[config.mk]
export PLATFORM = sky130hd
export DESIGN_NAME = hazard_scoreboard
export DESIGN_NICKNAME = d
export VERILOG_FILES = /design/src/rtl/hazard_scoreboard.sv
export SDC_FILE = /design/constraint.sdc
export NUM_CORES = 1
export LEC_CHECK = 0
export BUFFER_PORTS_ARGS = -buffer_cell sky130_fd_sc_hd__buf_2
export CAP_MARGIN = 10
export CORE_MARGIN = 2
export CORE_UTILIZATION = 40
export DETAILED_ROUTE_END_ITERATION = 6
export GPL_TIMING_DRIVEN = 0
export PLACE_DENSITY_LB_ADDON = 0.05
export SYNTH_ARGS = -nofsm -noshare
export SYNTH_HDL_FRONTEND = slang
export SYNTH_SLANG_ARGS = --single-unit
[constraint.sdc]
create_clock -name clk -period 2.25 [get_ports clk]
set_input_delay 0.45 -clock clk [delete_from_list [all_inputs] [get_ports clk]]
set_output_delay 0.45 -clock clk [all_outputs]
set_load 0.01 [all_outputs]
[src/rtl/hazard_scoreboard.sv]
// hazard_scoreboard
//   Hazard-detection and forwarding controller for the in-order pipeline.
//   A shift-register scoreboard holds one {valid, dst, is_load} entry per
//   post-decode stage (sb[0] = EX ... sb[DEPTH-1] = WB). From it the block
//   derives the EX forwarding selects, the load-use stall for the
//   instruction in ID, and the IF/ID flush / ID/EX bubble controls.
//
// Ports
//   clk, rst                  clock, asynchronous active-high reset
//   id_valid                  real instruction in ID
//   id_rs, id_rt              ID source registers
//   id_uses_rs, id_uses_rt    source operand actually read
//   id_reg_write              ID instruction writes a register
//   id_mem_read               ID instruction is a load
//   id_wr_reg                 ID destination register
//   branch_taken              branch resolved taken in ID
//   ex_redirect               redirect from EX, kills ID and IF
//   pc_write, ifid_write      PC / IF/ID enables
//   ifid_flush                zero the IF/ID register
//   idex_bubble               insert zero controls into ID/EX
//   fwd_a, fwd_b              EX operand select (0 = ID/EX value, j = stage j bus)
//   stall_cycles, flush_events  saturating event counters (HAZARD_PERF_CNT_EN only)
//
// Build option
//   HAZARD_PERF_CNT_EN  adds the stall_cycles / flush_events counters.
module hazard_scoreboard #(
  parameter int unsigned REG_AW     = 5,
  parameter int unsigned DEPTH      = 3,
  parameter int unsigned LOAD_STAGE = 2,
  parameter int unsigned FWD_W      = $clog2(DEPTH)
) (
  input  logic              clk,
  input  logic              rst,
  input  logic              id_valid,
  input  logic [REG_AW-1:0] id_rs,
  input  logic [REG_AW-1:0] id_rt,
  input  logic              id_uses_rs,
  input  logic              id_uses_rt,
  input  logic              id_reg_write,
  input  logic              id_mem_read,
  input  logic [REG_AW-1:0] id_wr_reg,
  input  logic              branch_taken,
  input  logic              ex_redirect,
  output logic              pc_write,
  output logic              ifid_write,
  output logic              ifid_flush,
  output logic              idex_bubble,
`ifdef HAZARD_PERF_CNT_EN
  output logic [31:0]       stall_cycles,
  output logic [31:0]       flush_events,
`endif
  output logic [FWD_W-1:0]  fwd_a,
  output logic [FWD_W-1:0]  fwd_b
);

  // Scoreboard, index 0 is the EX stage.
  logic [DEPTH-1:0]             r_sb_valid;
  logic [DEPTH-1:0]             r_sb_load;
  logic [DEPTH-1:0][REG_AW-1:0] r_sb_dst;

  // Source operands of the instruction currently in EX.
  logic [REG_AW-1:0] r_ex_rs;
  logic [REG_AW-1:0] r_ex_rt;
  logic              r_ex_uses_rs;
  logic              r_ex_uses_rt;

  logic w_stall_a;
  logic w_stall_b;
  logic w_stall;
  logic w_adv;
  logic w_new_valid;

  // Load-use detection. Scanning from old to young and overwriting makes the
  // youngest match decide, so an older ALU producer behind a younger load
  // cannot mask the stall. sb[DEPTH-1] is excluded: the register file
  // returns same-cycle write data.
  always_comb begin
    w_stall_a = 1'b0;
    w_stall_b = 1'b0;
    for (int k = int'(DEPTH) - 2; k >= 0; k--) begin
      if (r_sb_valid[k] && (r_sb_dst[k] == id_rs)) begin
        w_stall_a = r_sb_load[k] && ((k + 1) < int'(LOAD_STAGE));
      end
      if (r_sb_valid[k] && (r_sb_dst[k] == id_rt)) begin
        w_stall_b = r_sb_load[k] && ((k + 1) < int'(LOAD_STAGE));
      end
    end
    w_stall = !rst && ((id_uses_rs && w_stall_a) || (id_uses_rt && w_stall_b));
  end

  assign w_adv       = id_valid && !w_stall && !ex_redirect;
  assign w_new_valid = w_adv && id_reg_write && (id_wr_reg != '0);

  // Forwarding select: smallest stage index (youngest producer) wins.
  always_comb begin
    fwd_a = '0;
    fwd_b = '0;
    for (int j = int'(DEPTH) - 1; j >= 1; j--) begin
      if (r_ex_uses_rs && r_sb_valid[j] && (r_sb_dst[j] == r_ex_rs)) begin
        fwd_a = FWD_W'(j);
      end
      if (r_ex_uses_rt && r_sb_valid[j] && (r_sb_dst[j] == r_ex_rt)) begin
        fwd_b = FWD_W'(j);
      end
    end
  end

  // Pipeline control, priority redirect > stall > branch. Gated by rst so
  // the outputs fall back to their idle values as soon as reset asserts.
  always_comb begin
    pc_write    = 1'b1;
    ifid_write  = 1'b1;
    ifid_flush  = 1'b0;
    idex_bubble = 1'b0;
    if (rst) begin
      // idle values
    end else if (ex_redirect) begin
      ifid_flush  = 1'b1;
      idex_bubble = 1'b1;
    end else if (w_stall) begin
      pc_write    = 1'b0;
      ifid_write  = 1'b0;
      idex_bubble = 1'b1;
    end else if (branch_taken) begin
      ifid_flush  = 1'b1;
    end
  end

  always_ff @(posedge clk or posedge rst) begin
    if (rst) begin
      r_sb_valid   <= '0;
      r_sb_load    <= '0;
      r_sb_dst     <= '0;
      r_ex_rs      <= '0;
      r_ex_rt      <= '0;
      r_ex_uses_rs <= 1'b0;
      r_ex_uses_rt <= 1'b0;
    end else begin
      r_sb_valid   <= {r_sb_valid[DEPTH-2:0], w_new_valid};
      r_sb_load    <= {r_sb_load[DEPTH-2:0], id_mem_read};
      r_sb_dst     <= {r_sb_dst[DEPTH-2:0], id_wr_reg};
      r_ex_rs      <= w_adv ? id_rs : '0;
      r_ex_rt      <= w_adv ? id_rt : '0;
      r_ex_uses_rs <= w_adv && id_uses_rs;
      r_ex_uses_rt <= w_adv && id_uses_rt;
    end
  end

`ifdef HAZARD_PERF_CNT_EN
  logic [31:0] r_stall_cycles;
  logic [31:0] r_flush_events;

  always_ff @(posedge clk or posedge rst) begin
    if (rst) begin
      r_stall_cycles <= '0;
      r_flush_events <= '0;
    end else begin
      if (w_stall && (r_stall_cycles != '1)) begin
        r_stall_cycles <= r_stall_cycles + 32'd1;
      end
      if (ifid_flush && (r_flush_events != '1)) begin
        r_flush_events <= r_flush_events + 32'd1;
      end
    end
  end

  assign stall_cycles = r_stall_cycles;
  assign flush_events = r_flush_events;
`endif

endmodule

-- Word level (Yosys, flattened, before mapping)
Cells that the tools add are included.
Widths: inputs -> output; s select.
- equal/unequal tests: 6
- muxes and demuxes: 18
- reduce and logical (&&, ||, !) cells: 24
- operators with widths (cell ; number):
    $eq 5x5->1 ; 6
    $logic_and 1x1->1 ; 19
    $mux 1 ; 12
    $mux 5 ; 2
    $mux 2 ; 4
    $reduce_bool 5->1 ; 1
    $logic_not 1->1 ; 3
    $logic_or 1x1->1 ; 1
- bits in registers: 31
- word-level logic and storage cells: 57
- bits of input ports: 24
- output and inout bits: 8

-- Logic depth before layout (Yosys ltp)
Gate-level depths: netlist of the first run.
- depth after elaboration: 11
- mapped depth: 6
- gate-level depth less buffers: 4

-- Least setup slack after synthesis of the first run
OpenSTA, ideal clock, no wires.
- kind: input -> output
- from: in rst
- to: out pc_write
- stages on the path: 6
- data required time: 1.800 ns
- buffers on the path: 2
- setup slack: -0.084 ns
- arrival time: 1.884 ns
- cells stage by stage: clkinv_2 nand3_2 nor4_2 buf_6 o21ai_2 buf_4
- word-level cells in the longest chain between the ends: 5
- RTL lines (item ; line ; RTL):
    from (decl) ; 33 ; input logic rst,
    $logic_not 1->1 (no source line) ; -- ;
    $logic_and 1x1->1 ; 88 ; w_stall = !rst && ((id_uses_rs && w_stall_a) || (id_uses_rt && w_stall_b));
    $mux 1 (2 in a row) ; -- ;
    $mux 1 (*) ; -- ;
    to (decl) ; 44 ; output logic pc_write,
Mark *: on every way between the ends. The rest lies on a longest branch, timed or not.

-- Worst setup path after layout of the first run
- from: reg r_sb_dst[0] in the netlist's numbering
- to: out pc_write
- word-level cells in the longest chain between the ends: 9
- elaborated cells on any way between the ends: 13
- classes of those cells: eq/ne (2); mux (5); reduce/logical (6)
- RTL lines (item ; line ; RTL):
    from (decl) ; 59 ; logic [DEPTH-1:0][REG_AW-1:0] r_sb_dst;
    from (signal assigned) ; 141 ; r_sb_dst <= {r_sb_dst[DEPTH-2:0], id_wr_reg};
    $eq 5x5->1 (on tied branches) ; 81, 84 ;
    $logic_and 1x1->1 (on tied branches) ; 81, 84 ;
    $mux 1 (on tied branches) ; 81, 84 ;
    $logic_and 1x1->1 ; 88 ;
    $logic_or 1x1->1 (*) ; 88 ;
    $logic_and 1x1->1 (*) ; 88 ;
    $mux 1 (*) ; 120 ; end else if (w_stall) begin
    $mux 1 (*) ; 117 ; end else if (ex_redirect) begin
    $mux 1 (*) ; 115 ; if (rst) begin
Marks and branches as above.

==> flow_summary_export.csv, run 1 <==
group,metric,value,unit
final_layout,final_common_cell,"buf_2",
drt,drc,0,
final_layout,area_delta_synth_final,32.09,%
clocking,tritoncts,"done",
floorplan,die_w,62.74,µm
clocking,root_buffer,"clkbuf_4",
drt,drt_iter0_drc,17,
synthesis,synth-edff-count,0,
sta,slew_headroom,66.50,%
clocking,h-tree-depth,2,
pwr,cellLeakagePower,0.7989,nW
synthesis,netlist_area,1380,µm²
global_routing,grt_util_all_layers,16.82,%
drt,wirelength,2904,µm
sta,period_minus_slack,2222,ps
floorplan,rows,21,
sta,post-route-period-util,98.74,%
sta,fin_ws,28.31,ps
drt,ant_nets,0,
floorplan,dieHeight,62.74,µm
final_layout,drive_gt1_share,42.42,%
synthesis,synth_cell_type_count,21,
place,io_buffers,31,
setup_path,path_max_fanout,3,
final_layout,fin_nets,189,
synthesis,ys_seq_area_share,56.21,%
synthesis,syn_inst,116,
global_routing,grt_max_degree,35,
drt,dr.pass1.iters,4,
synthesis,synthesis.nets,140,
sta,finClkSkew,9.058,ps
synthesis,synth_area_per_cell,11.90,µm²
place,dp_hpwl,2188,µm
clocking,cts_made_buffers,5,
synthesis,ys_dominant_reg_cell,"dfrtp_1",
pwr,power,1.062,mW
place,routabilityCongestion,0.7851,
final_layout,utilization,54.63,%
setup_path,cp-start-kind,"flip-flop",
min_path,hold_class,"in -> async",
run_status,status,"finished clean",
sta,fmax,450.1,MHz
floorplan,start_util,41.36,%
final_layout,antenna_cells,0,
clocking,path_clk_slew,90,ps
sta,setup_viol_count_final,0,
floorplan,die_area,3936,µm²
place,place_area,1614,µm²
place,place_ws,-283.0,ps
final_layout,final_cell_mix,"30 x buf_2, 28 x dfrtp_1, 21 x xnor2_1",
sta,worst_slew_pin_slew,502.5,ps
drt,vias,1005,
clocking,cts_buffer_depth,2,
global_routing,grt_pass1_vias,1066,
synthesis,ys_ff_latch,31,
run,max-cap-violations,0,
global_routing,antenna_found_initial,0,
clocking,cts_hold_buf,0,
sta,tns,0,ps
sta,hold_violations,0,
clocking,clkLatencyLatePin,330,ps
clocking,clock_sinks,31,
global_routing,grt_pass1_wl,4857,µm
setup_path,path_class,"reg -> out",
final_layout,fin_area,1823,µm²
setup_path,worstPathRequired,1800,ps
floorplan,num_io_pins,32,
setup_path,crit_arrival,1770,ps
pwr,peakVddDrop,319.3,µV
sta,rsz0062_at_grt,"true",
final_layout,nFillCells,315,
pwr,cellPowerDensity,582.7,nW/µm²
floorplan,coreArea,3337,µm²
synthesis,ys_warn_count,0,
setup_path,endpoint_kind,"output port",
drt,wl_per_cell,13.76,µm
synthesis,async_flop_share,100.0,%
global_routing,grt-ovfl-total,0,
drt,vias_per_cell,4.763,
sta,slew_violations,0,
[timing repair]
| action | CTS | global route |
|---|---|---|
| endpoints found under the setup margin | 4 | 4 |
| cloned | 0 | 0 |
| hold endpoints to repair | 0 | 0 |
| setup buffers | 9 | 2 |
| pin swaps | 7 | 5 |
| gates resized for setup | 3 | 10 |
[cells in the mapped netlist (2+ instances only)]
| library cell | number | area (µm²) |
|---|---|---|
| clkbuf_1 | 2 | 7.510 |
| xor2_1 | 4 | 35.03 |
| xnor2_1 | 26 | 227.7 |
| nand4_1 | 6 | 37.54 |
| nor4_1 | 11 | 68.82 |
| nand2_1 | 13 | 48.80 |
| nand3_1 | 4 | 20.02 |
| dfrtp_1 | 31 | 775.7 |
| nor2_1 | 2 | 7.510 |
| nor4_2 | 4 | 50.05 |
| nor3_1 | 2 | 10.01 |
| buf_6 | 2 | 22.52 |
[cells by family (layout without fill, tap and decap cells)]
family	count (synthesis)	after routing	share of synthesized area (%)
compound gates	4	4	2.539
xor+xnor	30	30	19.04
flops	31	31	56.21
buf+inv	7	56	3.354
simple gates	44	44	18.86
[metal layers]
metal  vias to the layer above  GRT usage (%)  share of wire, %
met2                        27          28.09                52
met5                         -              0                 0
met3                         6          5.045               4.8
met1                       468          19.45                42
met4                         0          8.889               1.9
li1                        504              -                 -
[path summary, 6_finish.rpt]
check,start,end,slack [ps],depth (start not counted)
min,rst,r_sb_dst[4],50,2
max in group asynchronous,rst,r_sb_dst[2],2020,2
max reg2reg,r_sb_dst[0],r_ex_rt[1],630,6
min reg2reg,r_sb_valid[0],r_sb_valid[1],410,0
max,r_sb_dst[0],pc_write,30,6
min in group clk,id_mem_read,r_sb_load[0],220,1
[worst max-delay path, stage by stage, from the launching register on]
cell     delay (ps)
dfrtp_2         470
xor2_2          200
nor4_4          330
buf_6           150
o21ai_2          50
buf_4           120
buf_2           130
[report_power, final]
group / switching (mW) / leakage (nW) / internal [mW] / total, mW
combinational: 0.0673 / 0.379 / 0.0684 / 0.136
clock: 0.175 / 0.0341 / 0.144 / 0.320
sequential: 0.0247 / 0.385 / 0.582 / 0.607
total: 0.267 / 0.799 / 0.795 / 1.06
[registers in the layout, indices dropped and copies added (netlist names)]
register / count
r_ex_rs: 5
r_ex_rt: 5
r_sb_valid: 3
r_sb_load: 1
r_ex_uses_rt: 1
r_ex_uses_rs: 1
r_sb_dst: 15
[metrics by stage]
step	std cells	hold slack [ps]
after floorplan	116	261.5
after global placement	193	378.8
after detailed placement	193	390.9
after CTS	209	68.89
after global routing	211	50.69
final	211	49.44
[final cells by class]
class / instances / area [µm²] / area share, %
sequential: 31 / 779.5 / 42.76
multi-input combinational: 78 / 628.1 / 34.45
timing repair buffer: 42 / 244.0 / 13.38
tap: 46 / 57.56 / 3.157
clock buffer: 6 / 51.30 / 2.814
buffer: 5 / 37.54 / 2.059
inverter: 2 / 20.02 / 1.098
clock inverter: 1 / 5.005 / 0.2745
(Power assumes the default switching activity.)
==> inputs of run 2 (changes only) <==
- CORE_ASPECT_RATIO: not set -> 0.7
- CORE_UTILIZATION: 40 -> 47
==> run 2 against run 1 <==
  * Largest power group unchanged
  * Critical endpoint is now idex_bubble
  * Global-route usage is 4.5 points higher
  * Core utilization is 10 points higher
  * Count of clock-buffer cells in the layout stayed put
  * First-iteration DRC count is 120% higher
  * Die area is 14% lower
  * Worst setup slack better by 33 ps
  * Non-clock buffer count is 2 lower
==> flow_summary_export.csv, run 2 (synthesis gave the netlist of run 1 again) <==
group,metric,value,unit
run_status,status,"finished clean",
global_routing,top_usage_layer,"met2",
global_routing,use_met1,28.59,%
global_routing,antenna_found_initial,0,
drt,dr.pass1.iters,4,
global_routing,grt_pass1_wl,5043,µm
setup_path,cp_num_buf_inv,3,
setup_path,critPathTopFamily,"buffers and inverters",
pwr,cellPowerDensity,714.8,nW/µm²
global_routing,grt_max_degree,35,
drt,drc,0,
final_layout,antenna_cells,0,
pwr,power,1.302,mW
setup_path,cp-start-kind,"flip-flop",
pwr,p_int,1.006,mW
global_routing,grt-ovfl-total,0,
sta,finalHoldWorstSlack,103.7,ps
floorplan,num_io_pins,32,
floorplan,coreArea,2803,µm²
pwr,p_sw,296.1,µW
sta,worst_slew_pin_slew,451.3,ps
final_layout,area_delta_synth_final,32.00,%
global_routing,met2_usage,32.53,%
place,dpl.cell_count,183,
sta,period_minus_slack,2189,ps
final_layout,fin_nets,187,
place,place_ws,-231.8,ps
final_layout,largest_reg_flops,15,
global_routing,grt_pass1_vias,1045,
sta,fmax,456.9,MHz
sta,post-route-period-util,97.27,%
final_layout,final_common_cell,"dfrtp_1",
setup_path,path_class,"reg -> out",
global_routing,grt_util_all_layers,21.27,%
sta,hold_violations,0,
setup_path,worstPathRequired,1800,ps
clocking,cts_buffer_depth,2,
drt,wl_per_cell,15.17,µm
clocking,root_buffer,"clkbuf_8",
setup_path,crit_arrival,1740,ps
pwr,clkPwrFrac,43.1,%
drt,drt_iter0_drc,38,
floorplan,die_w,68.77,µm
pwr,peakVddDrop,480.5,µV
final_layout,fin_cells,200,
sta,slew_violations,0,
floorplan,die_area,3393,µm²
clocking,path_clk_slew,60,ps
pwr,seqPwrFrac,46.6,%
clocking,clkLatencyLatePin,280,ps
setup_path,endpoint_kind,"output port",
clocking,cts_made_buffers,5,
sta,fin_ws,61.36,ps
drt,wirelength,3033,µm
sta,rsz0062_at_grt,"false",
pwr,swShare,22.74,%
clocking,clock_sinks,31,
floorplan,start_util,49.24,%
sta,setup_viol_count_final,0,
drt,vias_per_cell,5.170,
min_path,hold_class,"in -> async",
drt,vias,1034,
final_layout,largest_registers,"r_sb_dst x15, r_ex_rs x5, r_ex_rt x5",
floorplan,dieHeight,49.34,µm
final_layout,top_register,"r_sb_dst",
pwr,cellLeakagePower,0.7964,nW
final_layout,final_cell_mix,"31 x dfrtp_1, 29 x buf_2, 25 x xnor2_1",
run,max-cap-violations,0,
setup_path,path_max_fanout,3,
pwr,pwr-share-comb,10.4,%
clocking,h-tree-depth,2,
final_layout,utilization,65.00,%
final_layout,drive_gt1_share,37.20,%
clocking,cts_hold_buf,0,
setup_path,crit_chain,"buf_4 -> xor2_2 -> nor4_4 -> buf_4 -> o31a_2 -> buf_6",
place,dp_hpwl,2207,µm
sta,slew_headroom,69.92,%
final_layout,nFillCells,207,
floorplan,rows,16,
drt,ant_nets,0,
global_routing,grt_util_met3,7.852,%
setup_path,crit_top_cell,"buf_4",
place,io_buffers,31,
place,routabilityCongestion,0.9054,
clocking,tritoncts,"done",
setup_path,critPathMaxStageDelay,390,ps
setup_path,slowest_stage,"dfrtp_1",
sta,finClkSkew,3.674,ps
[run 2: cell types whose count changed in the layout (fill, tap and decap cells not counted), sizes merged]
cell    before  now
bufinv       0    1
buf         45   43
[run 2: worst reg2reg max path, cell delays in order (launching register included)]
cell and delay, ps:
dfrtp_1 390, buf_4 160, xor2_2 220, nor4_4 80
buf_4 160, buf_4 140, nor4_1 350
[run 2: path summary, 6_finish.rpt]
check | depth (start not counted) | slack [ps] | end | start
worst max-delay path | 6 | 60 | idex_bubble | r_sb_dst[3]
worst min-delay path | 2 | 100 | r_ex_rt[0] | rst
worst min register to register | 0 | 410 | r_sb_valid[2] | r_sb_valid[1]
worst max register to register | 6 | 630 | r_ex_rs[4] | r_sb_dst[3]
max in group asynchronous | 2 | 1990 | r_sb_dst[4] | rst
min in group clk | 1 | 270 | r_sb_load[0] | id_mem_read
[run 2: timing repair]
item | CTS | global route
setup endpoints to repair | 4 | 4
resized for setup | 2 | 4
pin swaps | 10 | 2
setup buffers | 10 | 0
[run 2: cell type report]
type	count	area, µm²	area share [%]
sequential	31	775.7	42.58
multi-input combinational	78	590.6	32.42
timing repair buffer	41	242.7	13.32
clock buffer	6	82.58	4.533
tap	36	45.04	2.473
clock inverter	2	35.03	1.923
buffer	4	30.03	1.648
inverter	2	20.02	1.099
[run 2: per-layer routing]
metal | vias up | part of all wire, %
met5 | - | 0
met4 | 0 | 2.2
met3 | 10 | 5.8
met2 | 35 | 49
met1 | 490 | 43
li1 | 499 | -
[run 2: power groups by stage]
stage	clock, mW	combinational (mW)	sequential [mW]
2_1_floorplan	0	0.0781	0.611
3_3_place_gp	0	0.121	0.616
3_5_place_dp	0	0.123	0.618
4_1_cts	0.571	0.132	0.606
5_1_grt	0.598	0.149	0.610
6_report	0.561	0.135	0.606
[run 2: metrics by stage]
stage / cell area, µm² / TNS, ps
global route: 1822 / 0
floorplan: 1401 / 0
global placement: 1602 / -292.5
detailed placement: 1602 / -399.7
finish: 1822 / 0
CTS: 1799 / -10.88
==> inputs of run 3 (changes only) <==
- clock period: 2.25 -> 1.9 ns (I/O delays scaled with it)
==> run 3 against run 2 <==
  * The run now ends with setup timing left
  * Sequential share of layout area is 0.68 points higher
  * Routed wire length down 5.2%
  * Critical path depth rose by 1
  * Global-route usage shrank 1.7 points
  * Critical path type unchanged
  * Largest power group unchanged
  * Highest routed layer unchanged
==> flow_summary_export.csv, run 3 (synthesis gave the netlist of run 1 again) <==
group,metric,value,unit
floorplan,coreArea,2803,µm²
floorplan,start_util,49.24,%
setup_path,worstPathRequired,1520,ps
setup_path,cp-start-kind,"flip-flop",
floorplan,dieHeight,49.34,µm
place,routabilityCongestion,0.8139,
run_status,violations,"setup timing",
sta,period_minus_slack,2128,ps
global_routing,grt_max_degree,35,
setup_path,timing.rr.end,"r_ex_rt[0]",
place,io_buffers,31,
sta,fmax,469.8,MHz
pwr,cellLeakagePower,0.7787,nW
pwr,cellPowerDensity,800.5,nW/µm²
global_routing,grt_pass1_wl,4761,µm
clocking,cts_buffer_depth,2,
clocking,root_buffer,"clkbuf_8",
final_layout,fin_cells,200,
drt,vias,1002,
place,place_ws,-352.1,ps
final_layout,final_cell_mix,"31 x dfrtp_1, 29 x buf_2, 26 x xnor2_1",
sta,worst_slew_pin_slew,489.9,ps
floorplan,die_area,3393,µm²
drt,drc,0,
setup_path,crit_arrival,1750,ps
global_routing,grt_util_all_layers,19.55,%
final_layout,fin_nets,187,
floorplan,die_w,68.77,µm
sta,tns,-734.4,ps
setup_path,endpoint_kind,"output port",
global_routing,grt_pass1_vias,1063,
floorplan,rows,16,
sta,fin_ws,-228.3,ps
setup_path,critPathMaxStageDelay,420,ps
drt,dr.pass1.iters,4,
pwr,power,1.435,mW
clocking,clkLatencyLatePin,280,ps
final_layout,top_register,"r_sb_dst",
drt,vias_per_cell,5.010,
final_layout,largest_reg_flops,15,
floorplan,num_io_pins,32,
drt,wirelength,2874,µm
setup_path,crit_top_cell,"buf_6",
place,dpl.cell_count,183,
setup_path,r2r_setup_slack,230,ps
clocking,cts_hold_buf,0,
sta,setup_viol_count_final,4,
clocking,path_clk_slew,70,ps
setup_path,path_class,"reg -> out",
setup_path,startpoint,"r_sb_dst[4]",
sta,finalHoldWorstSlack,31.94,ps
pwr,peakVddDrop,493.3,µV
global_routing,grt-ovfl-total,0,
setup_path,ff2ff_path_depth,7,
place,dp_hpwl,2056,µm
drt,drt_iter0_drc,33,
setup_path,crit_chain,"xnor2_1 -> nand4_1 -> nor4_4 -> buf_6 -> o21ai_2 -> buf_4 -> buf_6",
sta,finClkSkew,6.772,ps
min_path,hold_class,"in -> async",
setup_path,r2r-start,"r_sb_dst[4]",
final_layout,largest_registers,"r_sb_dst x15, r_ex_rs x5, r_ex_rt x5",
final_layout,drive_gt1_share,35.98,%
sta,rsz0062_at_grt,"true",
sta,slew_violations,0,
clocking,cts_made_buffers,5,
global_routing,antenna_found_initial,0,
sta,post-route-period-util,112.0,%
clocking,clock_sinks,31,
final_layout,antenna_cells,0,
clocking,h-tree-depth,2,
sta,hold_violations,0,
final_layout,final_common_cell,"dfrtp_1",
run,max-cap-violations,0,
final_layout,area_delta_synth_final,29.92,%
setup_path,slowest_stage,"dfrtp_1",
drt,ant_nets,0,
drt,wl_per_cell,14.37,µm
sta,slew_headroom,67.34,%
run_status,status,"finished, violations left",
setup_path,path_max_fanout,3,
clocking,tritoncts,"done",
==> run 3: stage by stage <==
stage          utilization [%]  instance area [µm²]
2_1_floorplan                -                 1401
3_3_place_gp             57.14                 1602
3_5_place_dp             57.14                 1602
4_1_cts                  63.44                 1778
5_1_grt                  63.97                 1793
6_report                 63.97                 1793
==> run 3: what timing repair did <==
action                                  in CTS  in global routing
cloned                                       0                  0
endpoints found under the setup margin       4                  4
pin swaps                                    4                  0
setup buffers                                7                  2
resized for setup                            3                  0
==> run 3: critical path, delay by kind of cell (launching register included) <==
kind | cells | cell delay, ps
AO/OA/AOI/OAI | 1 | 50
XOR/XNOR | 1 | 200
buffers and inverters | 3 | 390
flip-flops | 1 | 420
AND/OR/NAND/NOR | 2 | 400
==> run 3: worst max-delay path by stage <==
stage | endpoint | cells past startpoint
final | pc_write | 7
after global placement | pc_write | 8
after global routing | pc_write | 7
after floorplan | pc_write | 6
after detailed placement | pc_write | 8
after CTS | pc_write | 7
==> run 3: layer usage <==
layer	share of wire, %	track usage [%]	vias up
met5	0	0	-
met2	44	30.29	32
met4	0.94	3.922	0
met1	50	27.05	469
li1	-	-	496
met3	5.2	6.236	5
==> run 3: layout make-up <==
class | count | area (µm²)
inverters | 2 | 20.02
multi-input cells | 78 | 575.6
repair buffers | 40 | 235.2
clock inverters | 1 | 7.507
well taps | 36 | 45.04
clock buffers | 7 | 96.34
flip-flops and latches | 31 | 775.7
plain buffers | 5 | 37.54
fillers | 227 | 1010
==> run 3: where the power goes <==
part / switching [mW] / internal [mW]
combinational: 0.0750 / 0.0730
clock: 0.240 / 0.329
sequential: 0.0282 / 0.690
total: 0.343 / 1.09
